### src/rtl/pu_msp430_wakeup_ctrl.sv
// Mclk-domain wakeup controller: synchronizes the capture-cell flag, runs the req/ack
// handshake, pulses wkup_clear back to the cell and counts serviced wakeups.
// Optional ack timeout is enabled by defining WKUP_ACK_TIMEOUT_EN.
module pu_msp430_wakeup_ctrl #(
  parameter int SYNC_STAGES = 2,
  parameter int CLR_CYCLES  = 2,
  parameter int ACK_TIMEOUT = 255
) (
  input  logic       mclk,
  input  logic       reset_n,
  input  logic       wkup_in,
  input  logic       wkup_en,
  input  logic       wkup_ack,
  input  logic       wkup_to_clr,
  output logic       wkup_req,
  output logic       wkup_clear,
  output logic       wkup_busy,
  output logic       wkup_timeout,
  output logic [7:0] wkup_cnt
);

  localparam int CYC_MAX = (CLR_CYCLES > SYNC_STAGES) ? CLR_CYCLES : SYNC_STAGES;
  localparam int CW      = $clog2(CYC_MAX + 1);

  typedef enum logic [1:0] {IDLE, REQ, CLEAR, WAIT} state_t;

  state_t                 state_q, state_d;
  logic [SYNC_STAGES-1:0] sync_q;
  logic                   wkup_s;
  logic                   ack_q;
  logic [CW-1:0]          cyc_q, cyc_d;
  logic                   cnt_inc;
  logic                   timeout_set;
  logic                   timer_hit;

  assign wkup_s = sync_q[SYNC_STAGES-1];

  always_ff @(posedge mclk or negedge reset_n) begin
    if (!reset_n) begin
      sync_q <= '0;
    end else begin
      sync_q <= {sync_q[SYNC_STAGES-2:0], wkup_in};
    end
  end

  // Ack is registered so it only ever acts in REQ, one edge after it is sampled.
  always_ff @(posedge mclk or negedge reset_n) begin
    if (!reset_n) begin
      ack_q <= 1'b0;
    end else begin
      ack_q <= wkup_ack & (state_q == REQ);
    end
  end

`ifdef WKUP_ACK_TIMEOUT_EN
  localparam int TW = $clog2(ACK_TIMEOUT + 1);

  logic [TW-1:0] timer_q;
  logic          timeout_q;

  always_ff @(posedge mclk or negedge reset_n) begin
    if (!reset_n) begin
      timer_q <= '0;
    end else if (state_q != REQ) begin
      timer_q <= '0;
    end else begin
      timer_q <= timer_q + 1'b1;
    end
  end

  assign timer_hit = (timer_q == TW'(ACK_TIMEOUT - 1));

  always_ff @(posedge mclk or negedge reset_n) begin
    if (!reset_n) begin
      timeout_q <= 1'b0;
    end else if (timeout_set) begin
      timeout_q <= 1'b1;
    end else if (wkup_to_clr) begin
      timeout_q <= 1'b0;
    end
  end

  assign wkup_timeout = timeout_q;
`else
  localparam int unused_ack_timeout = ACK_TIMEOUT;

  logic unused_cfg;

  assign timer_hit    = 1'b0;
  assign wkup_timeout = 1'b0;
  assign unused_cfg   = wkup_to_clr | timeout_set;
`endif

  always_ff @(posedge mclk or negedge reset_n) begin
    if (!reset_n) begin
      state_q <= IDLE;
      cyc_q   <= '0;
    end else begin
      state_q <= state_d;
      cyc_q   <= cyc_d;
    end
  end

  // In REQ an ack beats a dropped enable, which beats the timeout.
  always_comb begin
    state_d     = state_q;
    cyc_d       = cyc_q;
    cnt_inc     = 1'b0;
    timeout_set = 1'b0;
    case (state_q)
      IDLE: begin
        cyc_d = '0;
        if (wkup_s) begin
          state_d = wkup_en ? REQ : CLEAR;
        end
      end
      REQ: begin
        cyc_d = '0;
        if (ack_q) begin
          state_d = CLEAR;
          cnt_inc = 1'b1;
        end else if (!wkup_en) begin
          state_d = CLEAR;
        end else if (timer_hit) begin
          state_d     = CLEAR;
          timeout_set = 1'b1;
        end
      end
      CLEAR: begin
        if (cyc_q == CW'(CLR_CYCLES - 1)) begin
          state_d = WAIT;
          cyc_d   = '0;
        end else begin
          cyc_d = cyc_q + 1'b1;
        end
      end
      WAIT: begin
        if (cyc_q == CW'(SYNC_STAGES - 1)) begin
          state_d = IDLE;
          cyc_d   = '0;
        end else begin
          cyc_d = cyc_q + 1'b1;
        end
      end
      default: begin
        state_d = IDLE;
        cyc_d   = '0;
      end
    endcase
  end

  // Outputs are decoded from the next state into flops so they are glitch-free.
  always_ff @(posedge mclk or negedge reset_n) begin
    if (!reset_n) begin
      wkup_req   <= 1'b0;
      wkup_clear <= 1'b0;
      wkup_busy  <= 1'b0;
      wkup_cnt   <= 8'd0;
    end else begin
      wkup_req   <= (state_d == REQ);
      wkup_clear <= (state_d == CLEAR);
      wkup_busy  <= (state_d != IDLE);
      if (cnt_inc) begin
        wkup_cnt <= wkup_cnt + 8'd1;
      end
    end
  end

endmodule

### config.mk
export PLATFORM = sky130hd
export DESIGN_NAME = pu_msp430_wakeup_ctrl
export DESIGN_NICKNAME = d
export VERILOG_FILES = /design/src/rtl/pu_msp430_wakeup_ctrl.sv
export SDC_FILE = /design/constraint.sdc
export NUM_CORES = 1
export LEC_CHECK = 0
export BUFFER_PORTS_ARGS = -buffer_cell sky130_fd_sc_hd__buf_2
export CORE_UTILIZATION = 40
export DETAILED_ROUTE_END_ITERATION = 12
export GPL_TIMING_DRIVEN = 0
export SYNTH_ARGS = -nofsm -noshare
export SYNTH_HDL_FRONTEND = slang
export SYNTH_SLANG_ARGS = --single-unit
### constraint.sdc
create_clock -name mclk -period 1.5 [get_ports mclk]
set_clock_uncertainty 0.1 [all_clocks]
set_input_delay 0.075 -clock mclk [delete_from_list [all_inputs] [get_ports mclk]]
set_output_delay 0.075 -clock mclk [all_outputs]
set_load 0.05 [all_outputs]
==> flow_summary.json <==
{
  "place.gp.congestion": 0.735,
  "r2r_slack_ns": 0.18,
  "antenna_found_initial": 0,
  "static-leakage-power_nw": 0.507,
  "seq_area_frac_synth": 0.588,
  "cts_root_buffer": "clkbuf_4",
  "ir_worst_vdd_mv": 0.951,
  "start_kind": "flip-flop",
  "outcome": "completed",
  "synthFlopType": "dfrtp_1",
  "fin_crit_sh": 0.879,
  "syn_area_per_cell_sq_um": 12.0,
  "synth_top_area_cell": "dfrtp_1",
  "drc": 0,
  "drv_slew": 0,
  "drive_gt1_frac": 0.299,
  "crit_arrival_ns": 1.44,
  "io_buffers": 15,
  "insertion_delay_ns": 0.29,
  "start_util": 0.434,
  "finalSetupViolCount": 0,
  "drtIter0Drc": 8,
  "cts_tree": "yes",
  "regArea_sq_um": 450,
  "end_kind": "flip-flop",
  "htree_num_levels": 1,
  "p_per_area_nw_per_um2": 1510,
  "post_cts_buffers": 0,
  "cts-buffers-inserted": 3,
  "avgViaCountPerCell": 4.74,
  "diodes": 0,
  "timing.rr.end": "wkup_cnt[7]$_DFFE_PN0P_",
  "ios": 18,
  "hold_class": "input port to async pin",
  "nFillCells": 179,
  "firstDrtPassIters": 4,
  "maxCapViolCount": 0,
  "fmax_mhz": 759,
  "rr_worst_depth": 3,
  "path_cells": "nand3b_4 > nor4_4 > xor2_1",
  "ys_seq_elements": 18,
  "synth_edf_count": 0,
  "r2r_start": "state_q[1]$_DFF_PN0_",
  "drt_wl_total_microns": 1230,
  "crit_slowest_cell": "dfrtp_1",
  "rsz0062_at_grt": "no",
  "netlist_instances": 64,
  "grt_max_degree": 19,
  "synth_area_sq_um": 766,
  "required_ns": 1.62,
  "hold_viol": 0,
  "ys_types": 27,
  "ys_warn_count": 0,
  "syn_to_final_growth_pct": 23.9,
  "synth_top_area_share": 0.588,
  "final_nets": 95,
  "fin_util": 0.538,
  "clkSlewWorstSetupHoldPaths_ns": 0.10,
  "cts_resized": 0,
  "path_class": "flip-flop to flip-flop",
  "die_h_microns": 45.8,
  "layout_min_cycle_time_ns": 1.32,
  "tns_ns": 0,
  "die-area_sq_um": 2090,
  "synth_fp_nets": 71,
  "via_count": 531,
  "clkSinkCount": 18,
  "synth_area_leaders": "dfrtp_1, xnor2_1, nand2_1, xor2_1, nor4_4",
  "wl_per_cell_microns": 11.0,
  "grt_pass1_wl_microns": 1970,
  "cp_max_fo": 8,
  "grt.overflow.total": 0,
  "whs_ns": 0.130,
  "holdBufCountCts": 4,
  "track_usage": 0.137,
  "clockBufferDepth": 2,
  "synthArstFlopShare": 1.00,
  "row_count": 15,
  "first_global_vias": 458,
  "coreArea_sq_um": 1760,
  "ant_nets": 0,
  "multi_input_comb_area_sq_um": 292,
  "critPathMaxStageDelay_ns": 0.46,
  "die_width_microns": 45.8
}
==> state kept, by name (all words and copies together) (netlist names) <==
signal and count:
wkup_req 1, wkup_clear 1, wkup_cnt 8, sync_q 2, state_q 2, wkup_busy 1
cyc_q 2, ack_q 1
==> synth_stat cells, types with 2 or more instances <==
master and number:
nor3_1 3, dfrtp_1 18, a21oi_1 2, nand2b_1 2, nor2_1 2, nand3_1 2, and3b_2 2, xor2_1 3
xnor2_1 4, nand2_1 7, inv_1 3
==> worst max-delay path, delay by kind of cell, from the launching register on <==
family	cells	cell delay (ns)
AND/OR/NAND/NOR	2	0.53
flip-flops	1	0.46
XOR/XNOR	1	0.17
==> cell families after synthesis <==
kind of cell	synth area share
buffers and inverters	0.0310
adder cells (fa/ha/maj)	0.0163
XOR/XNOR	0.0801
other	0.00490
flip-flops	0.588
AO/OA/AOI/OAI	0.0719
AND/OR/NAND/NOR	0.208
==> per-stage QoR <==
step	cell area, sq um	worst slack, ns	power (mW)	instances
after CTS	948	0.183	1.45	112
after global routing	948	0.118	1.51	112
after floorplan	766	0.0354	1.02	64
after global placement	872	0.215	1.13	104
after detailed placement	872	0.217	1.14	104
final	948	0.182	1.43	112
==> routing by layer <==
| metal | share of wire | global-route usage | vias up |
|---|---|---|---|
| met2 | 0.46 | 0.203 | 10 |
| met4 | 0.019 | 0.0882 | 0 |
| li1 | - | - | 263 |
| met5 | 0 | 0 | - |
| met3 | 0.023 | 0.0238 | 4 |
| met1 | 0.50 | 0.186 | 254 |
==> power breakdown <==
| part | internal (mW) | switching, mW | total [mW] | leakage [nW] |
|---|---|---|---|---|
| sequential | 0.577 | 0.0789 | 0.656 | 0.232 |
| combinational | 0.155 | 0.323 | 0.478 | 0.254 |
| clock | 0.148 | 0.150 | 0.298 | 0.0210 |
==> area by class of cell <==
| cell class | instances | area share |
|---|---|---|
| buffer | 2 | 0.0132 |
| sequential | 18 | 0.475 |
| clock buffer | 4 | 0.0383 |
| tap | 25 | 0.0330 |
| inverter | 3 | 0.0119 |
| multi-input combinational | 41 | 0.307 |
| timing repair buffer | 19 | 0.121 |
==> cell usage in the layout (no fill, tap or decap), drive strengths merged, types with 2 or more instances in the layout <==
cell and n:
nor3 3, dlygate4sd3 4, clkbuf 4, nor2 2
buf 17, a21oi 2, inv 3, nand2 7
nand3 2, and3b 2, and3 2, nand2b 2
xnor2 4, xor2 3, dfrtp 18
==> how the worst max path moves through the flow <==
stage,slack [ns],cells past startpoint,to,start
floorplan,0.04,3,wkup_cnt[7]$_DFFE_PN0P_,wkup_cnt[3]$_DFFE_PN0P_
global placement,0.22,3,wkup_cnt[7]$_DFFE_PN0P_,state_q[1]$_DFF_PN0_
detailed placement,0.22,3,wkup_cnt[7]$_DFFE_PN0P_,state_q[1]$_DFF_PN0_
CTS,0.18,3,wkup_cnt[7]$_DFFE_PN0P_,state_q[1]$_DFF_PN0_
global route,0.12,3,wkup_cnt[7]$_DFFE_PN0P_,state_q[1]$_DFF_PN0_
finish,0.18,3,wkup_cnt[7]$_DFFE_PN0P_,state_q[1]$_DFF_PN0_
Note: power is estimated with default switching activity, not from simulation.
